==> src/rtl/axi_chan_buffer.sv <==
// ---------------------------------------------------------------------------
// axi_chan_buffer
//
// Generic buffer for a single AXI4 channel (AW, W, B, AR or R). The caller
// packs the whole channel payload into one vector. The buffer can be built
// as a combinational passthrough, a 2-entry skid register slice or a
// first-word fall-through FIFO. It also reports occupancy, runs a stall
// watchdog on the downstream side and checks upstream handshake stability.
//
// Parameters:
//   PAYLOAD_W  packed payload width in bits (>= 1)
//   MODE       0 = passthrough, 1 = skid slice, 2 = FIFO
//   DEPTH      FIFO entries for MODE 2 (power of 2, >= 2)
//   MAXWAITS   stall watchdog threshold in cycles, 0 disables it
//   LVL_W      occupancy width, derived from DEPTH
//
// Ports:
//   aclk, areset          clock, synchronous active-high reset
//   s_valid/s_ready       upstream handshake, s_payload upstream data
//   m_valid/m_ready       downstream handshake, m_payload downstream data
//   level                 entries currently held (always 0 in MODE 0)
//   stall_err             sticky, m_valid stuck without m_ready too long
//   proto_err             sticky, upstream withdrew or altered a pending beat
// ---------------------------------------------------------------------------
module axi_chan_buffer #(
    parameter int PAYLOAD_W = 64,
    parameter int MODE      = 1,
    parameter int DEPTH     = 4,
    parameter int MAXWAITS  = 16,
    parameter int LVL_W     = $clog2(DEPTH + 1)
) (
    input  logic                 aclk,
    input  logic                 areset,
    input  logic                 s_valid,
    output logic                 s_ready,
    input  logic [PAYLOAD_W-1:0] s_payload,
    output logic                 m_valid,
    input  logic                 m_ready,
    output logic [PAYLOAD_W-1:0] m_payload,
    output logic [LVL_W-1:0]     level,
    output logic                 stall_err,
    output logic                 proto_err
);

    // Upstream stability checker: remember whether the previous cycle ended
    // with a beat offered but not taken, and what that beat carried. The
    // source must keep offering that exact beat until it is accepted.
    logic                 pend_q;
    logic [PAYLOAD_W-1:0] pend_payload_q;
    logic                 proto_err_q;

    always_ff @(posedge aclk) begin
        if (areset) begin
            pend_q         <= 1'b0;
            pend_payload_q <= '0;
            proto_err_q    <= 1'b0;
        end else begin
            if (pend_q && (!s_valid || (s_payload != pend_payload_q))) begin
                proto_err_q <= 1'b1;
            end
            pend_q         <= s_valid && !s_ready;
            pend_payload_q <= s_payload;
        end
    end

    assign proto_err = proto_err_q;

    // Stall watchdog. The counter saturates at MAXWAITS so it can never wrap
    // back and hide a long stall; the error flag is raised on the edge that
    // brings the count to MAXWAITS.
    generate
        if (MAXWAITS > 0) begin : g_wd
            localparam int WD_W = $clog2(MAXWAITS + 1);
            logic [WD_W-1:0] wd_cnt_q;
            logic            stall_err_q;

            always_ff @(posedge aclk) begin
                if (areset) begin
                    wd_cnt_q    <= '0;
                    stall_err_q <= 1'b0;
                end else if (m_valid && !m_ready) begin
                    if (wd_cnt_q != WD_W'(MAXWAITS)) begin
                        wd_cnt_q <= wd_cnt_q + 1'b1;
                    end
                    if (wd_cnt_q == WD_W'(MAXWAITS - 1)) begin
                        stall_err_q <= 1'b1;
                    end
                end else begin
                    wd_cnt_q <= '0;
                end
            end

            assign stall_err = stall_err_q;
        end else begin : g_no_wd
            assign stall_err = 1'b0;
        end
    endgenerate

    generate
        if (MODE == 1) begin : g_skid
            // Two-entry register slice. out_* is the entry presented
            // downstream, skid_* catches the beat that was already accepted
            // when the downstream stalled. Both handshake outputs come
            // straight from flops so the two sides are fully decoupled.
            logic                 out_valid_q;
            logic                 skid_valid_q;
            logic                 rdy_q;
            logic [PAYLOAD_W-1:0] out_q;
            logic [PAYLOAD_W-1:0] skid_q;
            logic                 s_hs;
            logic                 m_hs;

            assign s_hs = s_valid && rdy_q;
            assign m_hs = out_valid_q && m_ready;

            // When the output entry frees up it is refilled from the skid
            // entry first, otherwise from the upstream beat. The skid entry
            // only fills while the output entry is held, and s_ready drops
            // from the following cycle.
            always_ff @(posedge aclk) begin
                if (areset) begin
                    out_valid_q  <= 1'b0;
                    skid_valid_q <= 1'b0;
                    rdy_q        <= 1'b0;
                    out_q        <= '0;
                    skid_q       <= '0;
                end else if (!out_valid_q || m_hs) begin
                    if (skid_valid_q) begin
                        out_q        <= skid_q;
                        out_valid_q  <= 1'b1;
                        skid_valid_q <= 1'b0;
                    end else begin
                        out_valid_q <= s_hs;
                        if (s_hs) begin
                            out_q <= s_payload;
                        end
                    end
                    rdy_q <= 1'b1;
                end else if (s_hs) begin
                    skid_q       <= s_payload;
                    skid_valid_q <= 1'b1;
                    rdy_q        <= 1'b0;
                end
            end

            assign s_ready   = rdy_q;
            assign m_valid   = out_valid_q;
            assign m_payload = out_q;
            assign level     = LVL_W'(out_valid_q) + LVL_W'(skid_valid_q);
        end else if (MODE == 2) begin : g_fifo
            // First-word fall-through FIFO. Pointers are LVL_W wide and wrap
            // explicitly at DEPTH; only their low bits address the storage.
            // Full/empty are registered from the next-state count, so a pop
            // while full reopens s_ready only on the following cycle.
            localparam int AW = $clog2(DEPTH);

            logic [PAYLOAD_W-1:0] mem [DEPTH];
            logic [LVL_W-1:0]     wptr_q;
            logic [LVL_W-1:0]     rptr_q;
            logic [LVL_W-1:0]     cnt_q;
            logic [LVL_W-1:0]     cnt_next;
            logic                 rdy_q;
            logic                 mv_q;
            logic                 push;
            logic                 pop;

            assign push = s_valid && rdy_q;
            assign pop  = mv_q && m_ready;

            always_comb begin
                cnt_next = cnt_q;
                if (push && !pop) begin
                    cnt_next = cnt_q + 1'b1;
                end else if (pop && !push) begin
                    cnt_next = cnt_q - 1'b1;
                end
            end

            // Storage needs no reset; validity is tracked by the count.
            always_ff @(posedge aclk) begin
                if (push && !areset) begin
                    mem[wptr_q[AW-1:0]] <= s_payload;
                end
            end

            always_ff @(posedge aclk) begin
                if (areset) begin
                    wptr_q <= '0;
                    rptr_q <= '0;
                    cnt_q  <= '0;
                    rdy_q  <= 1'b0;
                    mv_q   <= 1'b0;
                end else begin
                    if (push) begin
                        wptr_q <= (wptr_q == LVL_W'(DEPTH - 1)) ? '0 : wptr_q + 1'b1;
                    end
                    if (pop) begin
                        rptr_q <= (rptr_q == LVL_W'(DEPTH - 1)) ? '0 : rptr_q + 1'b1;
                    end
                    cnt_q <= cnt_next;
                    rdy_q <= (cnt_next != LVL_W'(DEPTH));
                    mv_q  <= (cnt_next != '0);
                end
            end

            // Gate the read data so the output reads zero while empty or in
            // reset, independent of stale storage contents.
            assign s_ready   = rdy_q;
            assign m_valid   = mv_q;
            assign m_payload = mv_q ? mem[rptr_q[AW-1:0]] : '0;
            assign level     = cnt_q;
        end else begin : g_pass
            // Pure wires, except that reset forces both handshakes low.
            assign s_ready   = m_ready && !areset;
            assign m_valid   = s_valid && !areset;
            assign m_payload = areset ? '0 : s_payload;
            assign level     = '0;
        end
    endgenerate

endmodule
==> config.mk <==
export PLATFORM = sky130hd
export DESIGN_NAME = axi_chan_buffer
export DESIGN_NICKNAME = d
export VERILOG_FILES = /design/src/rtl/axi_chan_buffer.sv
export SDC_FILE = /design/constraint.sdc
export NUM_CORES = 1
export LEC_CHECK = 0
export BUFFER_PORTS_ARGS = -buffer_cell sky130_fd_sc_hd__buf_2
export CAP_MARGIN = 15
export CORE_MARGIN = 4
export CORE_UTILIZATION = 35
export CTS_CLUSTER_DIAMETER = 80
export DETAILED_ROUTE_END_ITERATION = 6
export GPL_TIMING_DRIVEN = 0
export PLACE_DENSITY = 0.51
export SLEW_MARGIN = 20
export SYNTH_ARGS = -nofsm -noshare
export SYNTH_HDL_FRONTEND = slang
export SYNTH_SLANG_ARGS = --single-unit
export TNS_END_PERCENT = 5
==> constraint.sdc <==
create_clock -name aclk -period 1.5 [get_ports aclk]
set_input_delay 0.225 -clock aclk [delete_from_list [all_inputs] [get_ports aclk]]
set_output_delay 0.225 -clock aclk [all_outputs]
set_load 0.005 [all_outputs]
==> results of run 1 <==
==> layout make-up <==
| class | instances | area (sq um) |
|---|---|---|
| fill | 2167 | 11300 |
| sequential | 203 | 4070 |
| multi-input combinational | 569 | 3760 |
| timing repair buffer | 175 | 1210 |
| clock buffer | 30 | 642 |
| buffer | 58 | 458 |
| tap | 280 | 350 |
| clock inverter | 8 | 124 |
| inverter | 15 | 56.3 |
==> final timing paths <==
| path | endpoint | slack (ns) | depth (start not counted) |
|---|---|---|---|
| max | m_payload[51] | 0.03 | 8 |
| min | pend_payload_q[1] | 0.02 | 2 |
| max reg2reg | m_payload[51] | 0.03 | 8 |
| min reg2reg | g_skid.skid_q[56] | 0.45 | 2 |
==> cell usage after synthesis (all sizes together) (2+ instances only) <==
cell type	instances	area (sq um)
dfxtp	203	4060
nand2	130	488
nor2	77	289
a21oi	70	350
mux2i	65	651
a211oi	64	480
nor2b	62	388
buf	36	191
xor2	32	280
xnor2	25	219
clkbuf	22	82.6
inv	15	56.3
nor4	9	56.3
nand4	8	50.1
ha	4	50.1
and3	3	18.8
a22oi	2	15.0
nand2b	2	12.5
nand3	2	10.0
nor3	2	10.0
nor4b	2	30.0
o221ai	2	17.5
o22ai	2	12.5
==> metrics by stage <==
stage	instances	hold slack, ns	cell area (sq um)	TNS (ns)
floorplan	845	0.353	7870	0
global placement	1261	0.442	8900	-62.73
detailed placement	1261	0.448	8900	-56.95
CTS	1332	0.000146	10200	-0.501
global route	1338	0.0148	10700	-0.129
finish	1338	0.0160	10700	0
==> registers in the layout, summed over array words and instances (netlist names) <==
name and cells:
g_skid.skid_valid_q 1, m_valid 1, stall_err 1, pend_payload_q 64
pend_q 1, m_payload 64, proto_err 1, g_skid.skid_q 64
s_ready 1, g_wd.wd_cnt_q 5
==> routing by layer <==
layer  up-vias  track usage, %  part of all wire (%)
met5         -               0                     0
li1       3246               -                     -
met1      3043            24.7                    49
met2       123            27.8                    45
met3        27            2.82                   4.4
met4         0            4.55                   1.7
==> logic make-up after synthesis <==
group	after synthesis
multiplexers	65
AND/OR/NAND/NOR	298
buffers and inverters	73
other	1
AO/OA/AOI/OAI	144
flip-flops	203
XOR/XNOR	57
adder cells (fa/ha/maj)	4
==> power by group through the flow <==
stage / logic [uW] / registers, uW / clock network, uW
floorplan: 592 / 5870 / 0
global placement: 1140 / 5870 / 0
detailed placement: 1140 / 5870 / 0
CTS: 1270 / 5760 / 5870
global route: 1540 / 5790 / 6050
finish: 1410 / 5760 / 5720
==> what timing repair did <==
item                                   CTS  global route
endpoints found under the hold margin   38             0
cloned                                   1             7
hold buffers                            32             0
resized for setup                       51            80
pin swaps                                4            28
setup buffers                            0             2
setup endpoints to repair              130           126
==> PnR_summary.wiki, run 1 <==
{| class="wikitable"
! Metric !! Value
|-
| Class of the tightest hold or removal check || in2reg
|-
| Overall power consumption || 12900 uW
|-
| Complex-gate fraction of the synthesized area || 11.6%
|-
| Fraction of the yosys area taken by sequential cells || 51.7%
|-
| Clock edge transition at the registers on the reported setup and hold paths || 0.07 ns
|-
| Hold Fails Final Rpt || 0
|-
| Flop pwr share || 44.7%
|-
| Buffers added on ports || 136
|-
| DR vias || 6439
|-
| Slew at the pin with the worst max-slew slack || 0.653 ns
|-
| Avg Inst Size Synth || 9.31 sq um
|-
| Part of the power in combinational logic || 10.9%
|-
| CP dominant cell by count || buf_12
|-
| Period utilisation layout || 97.8%
|-
| Leading register cell type out of synthesis || dfxtp_1
|-
| Starting density of the core || 35.8%
|-
| Total of warnings raised by yosys || 0
|-
| Horizontal extent of the die || 158 microns
|-
| Wire length of the first global-routing pass || 34500 microns
|-
| Number of iterations in the first detailed-routing pass || 4
|-
| Detailed-route DRC error count || 0
|-
| Fraction of the mapped netlist area in adder cells || 0.636%
|-
| H-Tree Depth || 1
|-
| Clock skew || 0.0154 ns
|-
| Maximum VDD drop || 0.753 mV
|-
| Row cnt || 54
|-
| Cells along the critical path || nor2b_4 -> buf_6 -> nor2_4 -> buf_12 -> buf_12 -> clkbuf_16 -> nor2_1 -> a211oi_1
|-
| Vertical die dimension || 158 microns
|-
| Via count normalized by instance count || 4.81
|-
| TritonCTS clock tree || done
|-
| Most frequent standard cell in the layout excluding fill and tap cells || dfxtp_1
|-
| Remaining antenna violation count || 0
|-
| Die Outline Area || 24900 sq um
|-
| Main combinational cell family by area after synthesis || simple AND/OR/NAND/NOR gates
|-
| Skew-Pair Late Insertion Delay || 0.50 ns
|-
| Net switching power of the design || 3080 uW
|-
| DRC marker count from the first detailed-route iteration || 259
|-
| Startpoint of the lowest-slack register-to-register path || m_valid
|-
| Count of different cell masters after synthesis || 32
|-
| Count of max-cap constraint violations || 0
|-
| Highest attainable clock frequency || 0.682 GHz
|-
| Reported leakage power || 0.00410 uW
|-
| Worst setup path startpoint || m_valid
|-
| Worst-case setup slack after placement || -0.537 ns
|-
| Final weighted congestion in routability-driven placement || 0.782
|-
| Sw Share || 23.9%
|-
| Cell internal power dissipation || 9810 uW
|-
| Max-slew violation total from the final report || 0
|-
| Area growth syn-to-layout || 35.6%
|-
| Shortest period the worst path allows || 1.47 ns
|-
| Nature of the critical path endpoint || flip-flop
|-
| Layout net count || 1117
|-
| Slowest cell on crit path || dfxtp_2
|-
| Post-synth net total || 917
|-
| Aggregate global routing overflow || 0
|-
| Slew Limit Headroom || 56.5%
|-
| P per Cell Area || 1210 nW/um^2
|-
| Status || complete, no violations
|-
| Fin worst setup slack || 0.0328 ns
|-
| Simple-gate share of the synthesized area || 17.3%
|-
| WP data arrival || 1.87 ns
|-
| Clock sinks || 203
|-
| Vias in the first global route || 6126
|-
| RSZ-0062 raised after global routing || true
|-
| Worst Path Required || 1.91 ns
|-
| Netlist Area Pre-Place || 7870 sq um
|-
| Post-synth EDFFs || 0
|-
| Largest net degree at the start of global routing || 15
|-
| Startpoint type of the worst setup path || flip-flop
|-
| Crit path kind || reg2reg
|-
| Count of buffering cells on the critical path with inverters included || 4
|-
| Cell family contributing the most delay on the critical path || buffers and inverters
|-
| Multiplexer share of the synthesized area || 8.27%
|-
| Core ar. || 22000 sq um
|-
| Setup violation total in the final timing report || 0
|-
| Most frequent cells in the layout || 199 x dfxtp_1, 137 x buf_2, 130 x nand2_1
|-
| Number of top-level pins || 139
|-
| FFs w/ async S/R, synth || 0%
|-
| Post-synthesis sequential element count || 203
|-
| Global-route usage over all layers || 17.4%
|-
| Share of the core filled with cells || 48.6%
|-
| Max Buffers Root-to-Sink || 3
|-
| Layout cell share with drive strength beyond 1 || 25.9%
|-
| Num CTS Buffers || 23
|-
| Antenna diode count || 0
|-
| Largest fanout on the critical path || 6
|-
| Overall routed net length || 22800 microns
|-
| Number of instances in the synthesized netlist || 845
|-
| HP Start || s_payload[1]
|-
| Clock network fraction of design power || 44.4%
|-
| Number of antenna violations at the first check in global routing || 0
|-
| Largest stage delay on the critical path || 0.33 ns
|-
| Placed wire-length estimate after detailed placement || 15600 microns
|-
| Root buf cell || clkbuf_16
|-
| WL/cell || 17.0 microns
|-
| Area share of xor/xnor cells in the synthesized design || 6.35%
|}
Power figures use the tool's default switching activity.
==> inputs of run 2 (changes only) <==
BUFFER_PORTS_ARGS = default   (was -buffer_cell sky130_fd_sc_hd__buf_2)
DONT_BUFFER_PORTS = 1   (was default)
PLACE_DENSITY = 0.46   (was 0.51)
==> run 2 against run 1 <==
Against the previous run:
- the run now ends with hold timing, setup timing left
- utilization decreased by 1.4 points
- wire length rose by 12%
- non-clock buffer count is 98 lower
- worst hold slack worse by 0.021 ns
- maximum frequency down 2.3%
- cell count shrank 7.0%
- clock skew decreased by 0.0049 ns
- via count decreased by 1.7%
- die area stayed put
- sequential share of layout area rose by 1.1 points
- critical endpoint is now proto_err
==> PnR_summary.wiki, run 2 (synthesized netlist as in run 1, its figures left out) <==
{| class="wikitable"
! Metric !! Value
|-
| Area growth syn-to-layout || 31.7%
|-
| Most frequent cells in the layout || 200 x dfxtp_1, 130 x nand2_1, 69 x nor2_1
|-
| Largest net degree at the start of global routing || 13
|-
| Core ar. || 22000 sq um
|-
| Highest attainable clock frequency || 0.666 GHz
|-
| Shortest period the worst path allows || 1.50 ns
|-
| Cell family contributing the most delay on the critical path || buffers and inverters
|-
| Crit path kind || in2reg
|-
| DR vias || 6329
|-
| Final non-filler cell total || 1244
|-
| Period utilisation layout || 100%
|-
| Number of antenna violations at the first check in global routing || 0
|-
| H-Tree Depth || 1
|-
| Part of the power in combinational logic || 9.6%
|-
| Largest stage delay on the critical path || 0.60 ns
|-
| Cells along the critical path || dlygate4sd3_1 -> inv_2 -> a211o_1 -> nor4b_2 -> nand4_1 -> o31a_1
|-
| Row cnt || 54
|-
| Layout cell share with drive strength beyond 1 || 14.9%
|-
| Fin worst setup slack || -0.00218 ns
|-
| Reported leakage power || 0.00363 uW
|-
| Aggregate global routing overflow || 0
|-
| Cell internal power dissipation || 9790 uW
|-
| Maximum VDD drop || 0.723 mV
|-
| Final weighted congestion in routability-driven placement || 0.801
|-
| Starting density of the core || 35.8%
|-
| Antenna diode count || 0
|-
| Largest fanout on the critical path || 4
|-
| Skew-Pair Late Insertion Delay || 0.51 ns
|-
| Worst Path Required || 1.89 ns
|-
| Total Neg Setup Slack || -0.00225 ns
|-
| Buffers added on ports || 0
|-
| WHS || -0.00489 ns
|-
| Wire length of the first global-routing pass || 37100 microns
|-
| TritonCTS clock tree || done
|-
| Net switching power of the design || 3010 uW
|-
| Clock skew || 0.0106 ns
|-
| Global-route usage over all layers || 19.2%
|-
| Sw Share || 23.5%
|-
| Number of top-level pins || 139
|-
| Remaining antenna violation count || 0
|-
| Via count normalized by instance count || 5.09
|-
| Flop pwr share || 45.4%
|-
| Violated checks || hold timing, setup timing
|-
| Clock network fraction of design power || 45.0%
|-
| Max Buffers Root-to-Sink || 3
|-
| Setup violation total in the final timing report || 2
|-
| Horizontal extent of the die || 158 microns
|-
| Overall routed net length || 25500 microns
|-
| P per Cell Area || 1240 nW/um^2
|-
| R2R cell count || 7
|-
| Root buf cell || clkbuf_16
|-
| Cell count along the critical path || 6
|-
| Detailed-route DRC error count || 0
|-
| Share of the core filled with cells || 47.2%
|-
| Placed wire-length estimate after detailed placement || 16200 microns
|-
| Number of iterations in the first detailed-routing pass || 4
|-
| Class of the tightest hold or removal check || in2reg
|-
| WL/cell || 20.5 microns
|-
| Max-slew violation total from the final report || 0
|-
| Startpoint type of the worst setup path || input pin
|-
| Slew Limit Headroom || 55.8%
|-
| Slowest cell on crit path || dlygate4sd3_1
|-
| Clock edge transition at the registers on the reported setup and hold paths || 0.06 ns
|-
| Status || finished with violations
|-
| Hold Fails Final Rpt || 1
|-
| RSZ-0062 raised after global routing || true
|-
| Clock sinks || 203
|-
| Slew at the pin with the worst max-slew slack || 0.663 ns
|-
| Count of buffering cells on the critical path with inverters included || 2
|-
| Vias in the first global route || 6429
|-
| DRC marker count from the first detailed-route iteration || 330
|-
| WP data arrival || 1.90 ns
|-
| Vertical die dimension || 158 microns
|-
| Layout net count || 1021
|-
| Die Outline Area || 24900 sq um
|-
| Nature of the critical path endpoint || flip-flop
|-
| Inst Count DP || 1125
|-
| Cell depth of the worst hold path || 4
|-
| Most frequent standard cell in the layout excluding fill and tap cells || dfxtp_1
|-
| Count of max-cap constraint violations || 0
|-
| Num CTS Buffers || 24
|}
[run 2: worst paths after layout]
path / endpoint / slack, ns / start
setup / recovery: proto_err / -0.002 / s_valid
hold / removal: m_valid / -0.005 / m_ready
setup reg to reg: m_payload[38] / -0.002 / s_ready
hold reg to reg: g_skid.skid_q[35] / 0.45 / g_skid.skid_q[35]
[run 2: cell type report]
type | count | area, sq um
flip-flops and latches | 203 | 4070
clock buffers | 35 | 703
fillers | 2083 | 11600
repair buffers | 77 | 871
well taps | 280 | 350
multi-input cells | 570 | 3750
clock inverters | 6 | 86.3
plain buffers | 58 | 473
inverters | 15 | 56.3
[run 2: stage by stage]
| step | cell area [sq um] | worst slack [ns] | power [uW] |
|---|---|---|---|
| 2_1_floorplan | 7870 | 0.121 | 6470 |
| 3_3_place_gp | 8220 | -0.566 | 6680 |
| 3_5_place_dp | 8220 | -0.649 | 6710 |
| 4_1_cts | 9800 | -0.0826 | 12700 |
| 5_1_grt | 10400 | -0.0685 | 13300 |
| 6_report | 10400 | -0.00218 | 12800 |
[run 2: tightest hold or removal path, stage by stage]
cell     delay, ns
nor2b_4       0.02
buf_6         0.12
inv_1         0.05
a21oi_1       0.05
[run 2: routing by layer]
| metal | share of wire [%] | routed length (microns) | track usage, % |
|---|---|---|---|
| met3 | 7.1 | 1810 | 5.14 |
| met2 | 48 | 12300 | 32.5 |
| met5 | 0 | 0 | 0 |
| met1 | 42 | 10800 | 24.6 |
| met4 | 2.3 | 594 | 4.39 |
[run 2: timing repair]
| action | in CTS | in global routing |
|---|---|---|
| endpoints found under the hold margin | 194 | 0 |
| endpoints found under the setup margin | 137 | 126 |
| hold buffers | 65 | 0 |
| setup buffers | 1 | 4 |
| resized for setup | 40 | 102 |
| pin swaps | 1 | 48 |
| cloned | 1 | 7 |
[run 2: power by group through the flow]
| stage | combinational, uW | clock, uW | sequential [uW] |
|---|---|---|---|
| finish | 1230 | 5760 | 5810 |
| global route | 1340 | 6120 | 5830 |
| CTS | 1040 | 5900 | 5810 |
| detailed placement | 788 | 0 | 5920 |
| global placement | 767 | 0 | 5910 |
| floorplan | 592 | 0 | 5870 |
==> inputs of run 3 (changes only) <==
ABC_CLOCK_PERIOD_IN_PS = 1500   (was default)
PLACE_DENSITY = default   (was 0.46)
==> run 3 against run 2 <==
Against the previous run:
- the run ends with setup timing left
- cell count decreased by 0.72%
- global-route usage down 0.23 points
- first-iteration DRC count grew 57%
- critical path depth shrank 1
- worst hold slack improved by 0.019 ns
- cell area fell by 3.5%
- combinational power shrank 8%
- maximum frequency decreased by 0.54%
- clock-buffer cell count down 1
- largest cell class unchanged
==> PnR_summary.wiki, run 3 (synthesized netlist as in run 1, its figures left out) <==
{| class="wikitable"
! Metric !! Value
|-
| Global-route usage over all layers || 19.0%
|-
| Wire length of the first global-routing pass || 36300 microns
|-
| Row cnt || 54
|-
| Starting density of the core || 35.8%
|-
| Layout net count || 1014
|-
| Placed cell area || 8220 sq um
|-
| RSZ-0062 raised after global routing || true
|-
| Reported leakage power || 0.00350 uW
|-
| Die Outline Area || 24900 sq um
|-
| Status || finished with violations
|-
| Placed wire-length estimate after detailed placement || 15400 microns
|-
| Crit path kind || reg2reg
|-
| Number of top-level pins || 139
|-
| Footprint of the flip-flops and latches || 4070 sq um
|-
| Detailed-route DRC error count || 0
|-
| WP data arrival || 1.89 ns
|-
| P per Cell Area || 1210 nW/um^2
|-
| Number of iterations in the first detailed-routing pass || 5
|-
| Setup violation total in the final timing report || 1
|-
| Via count normalized by instance count || 5.02
|-
| Buffers added on ports || 0
|-
| Hold Fails Final Rpt || 0
|-
| Largest net degree at the start of global routing || 13
|-
| Total Neg Setup Slack || -0.0103 ns
|-
| Clock sinks || 203
|-
| Remaining antenna violation count || 0
|-
| Vias in the first global route || 6154
|-
| Share of the core filled with cells || 45.5%
|-
| Horizontal extent of the die || 158 microns
|-
| H-Tree Depth || 1
|-
| Area growth syn-to-layout || 27.1%
|-
| Final weighted congestion in routability-driven placement || 0.812
|-
| WL/cell || 19.7 microns
|-
| HP Start || s_payload[43]
|-
| Aggregate global routing overflow || 0
|-
| Root buf cell || clkbuf_16
|-
| Overall routed net length || 24300 microns
|-
| Class of the tightest hold or removal check || in2reg
|-
| Count of max-cap constraint violations || 0
|-
| Max-slew violation total from the final report || 0
|-
| Antenna diode count || 0
|-
| Core ar. || 22000 sq um
|-
| Fin worst setup slack || -0.0103 ns
|-
| Period utilisation layout || 101%
|-
| Filler Cells Inserted || 2093
|-
| Startpoint type of the worst setup path || flip-flop
|-
| Worst-case setup slack after placement || -0.495 ns
|-
| Setup slack of the most critical reg-to-reg path || -0.01 ns
|-
| Post-route standard cell area excluding fillers || 10000 sq um
|-
| DR vias || 6201
|-
| TritonCTS clock tree || done
|-
| Largest fanout on the critical path || 1
|-
| Skew-Pair Late Insertion Delay || 0.51 ns
|-
| Cell depth of the worst hold path || 2
|-
| Vertical die dimension || 158 microns
|-
| Most frequent standard cell in the layout excluding fill and tap cells || dfxtp_1
|-
| Nature of the critical path endpoint || flip-flop
|-
| Max Buffers Root-to-Sink || 3
|-
| Number of antenna violations at the first check in global routing || 0
|-
| Highest attainable clock frequency || 0.662 GHz
|-
| DRC marker count from the first detailed-route iteration || 518
|-
| Clock edge transition at the registers on the reported setup and hold paths || 0.06 ns
|-
| Footprint of the multi-input gates || 3630 sq um
|-
| Shortest period the worst path allows || 1.51 ns
|-
| Worst setup path endpoint || proto_err
|-
| Startpoint of the lowest-slack register-to-register path || pend_payload_q[24]
|-
| RR Endpoint || proto_err
|-
| Worst Path Required || 1.88 ns
|-
| Worst setup path startpoint || pend_payload_q[24]
|-
| R2R cell count || 5
|-
| Layout cell share with drive strength beyond 1 || 10.9%
|-
| Maximum VDD drop || 0.614 mV
|-
| Slew Limit Headroom || 59.5%
|-
| Num CTS Buffers || 23
|-
| Most frequent cells in the layout || 201 x dfxtp_1, 130 x nand2_1, 76 x nor2_1
|-
| Slew at the pin with the worst max-slew slack || 0.607 ns
|-
| Clock skew || 0.0192 ns
|-
| Violated checks || setup timing
|}
run 3: cell types whose count changed in the layout (fill, tap and decap cells not counted), moves of 3 or more:
| cell | previous run | this run |
|---|---|---|
| xnor2_1 | 22 | 19 |
| nor2_1 | 69 | 76 |
| clkbuf_16 | 31 | 25 |
| buf_2 | 0 | 7 |
| nor2_2 | 7 | 0 |
| clkbuf_4 | 4 | 1 |
| xnor2_2 | 3 | 6 |
| a211oi_2 | 34 | 10 |
| a211oi_1 | 30 | 54 |
| buf_6 | 11 | 8 |
run 3: timing repair:
item,CTS,global route
pin swaps,3,11
gates resized for setup,61,32
gates cloned,2,2
hold endpoints to repair,191,1
setup buffers,3,1
hold buffers,65,1
endpoints found under the setup margin,129,133
run 3: power breakdown:
part	switching (uW)	internal (uW)	leakage, uW
clock	2180	2970	0.000327
sequential	159	5640	0.00167
combinational	593	533	0.00151
run 3: worst max-delay path, cell delays in order, from the launching register on:
cell and delay, ns:
dfxtp_1 0.35, xnor2_2 0.13, nand4_1 0.15, nor4_2 0.29
nand4_1 0.15, o31a_1 0.31
run 3: final cells by class:
class	count	area share (%)
Sequential cell	203	40.7
Multi-Input combinational cell	569	36.3
Timing Repair Buffer	73	7.83
Clock buffer	34	6.47
Buffer	57	4.34
Tap cell	280	3.50
Inverter	15	0.563
Clock inverter	4	0.300
run 3: layer usage:
metal  track usage [%]  wire length (microns)
met5                 0                      0
met4              4.39                    514
met3              4.84                   1740
met2              31.8                  11600
met1              24.7                  10500
run 3: how the worst min path moves through the flow:
stage | to | slack, ns
after floorplan | pend_payload_q[0] | 0.35
after global placement | pend_payload_q[44] | 0.35
after detailed placement | pend_payload_q[56] | 0.36
after CTS | m_payload[18] | 0.004
after global routing | m_payload[43] | 0.01
final | m_payload[43] | 0.01
run 3: per-stage QoR:
step	hold slack [ns]	power, uW	std cells
CTS	0.00414	12100	1233
finish	0.0144	12100	1235
global route	0.0149	12600	1235
detailed placement	0.360	6700	1125
global placement	0.354	6680	1125
floorplan	0.353	6470	845
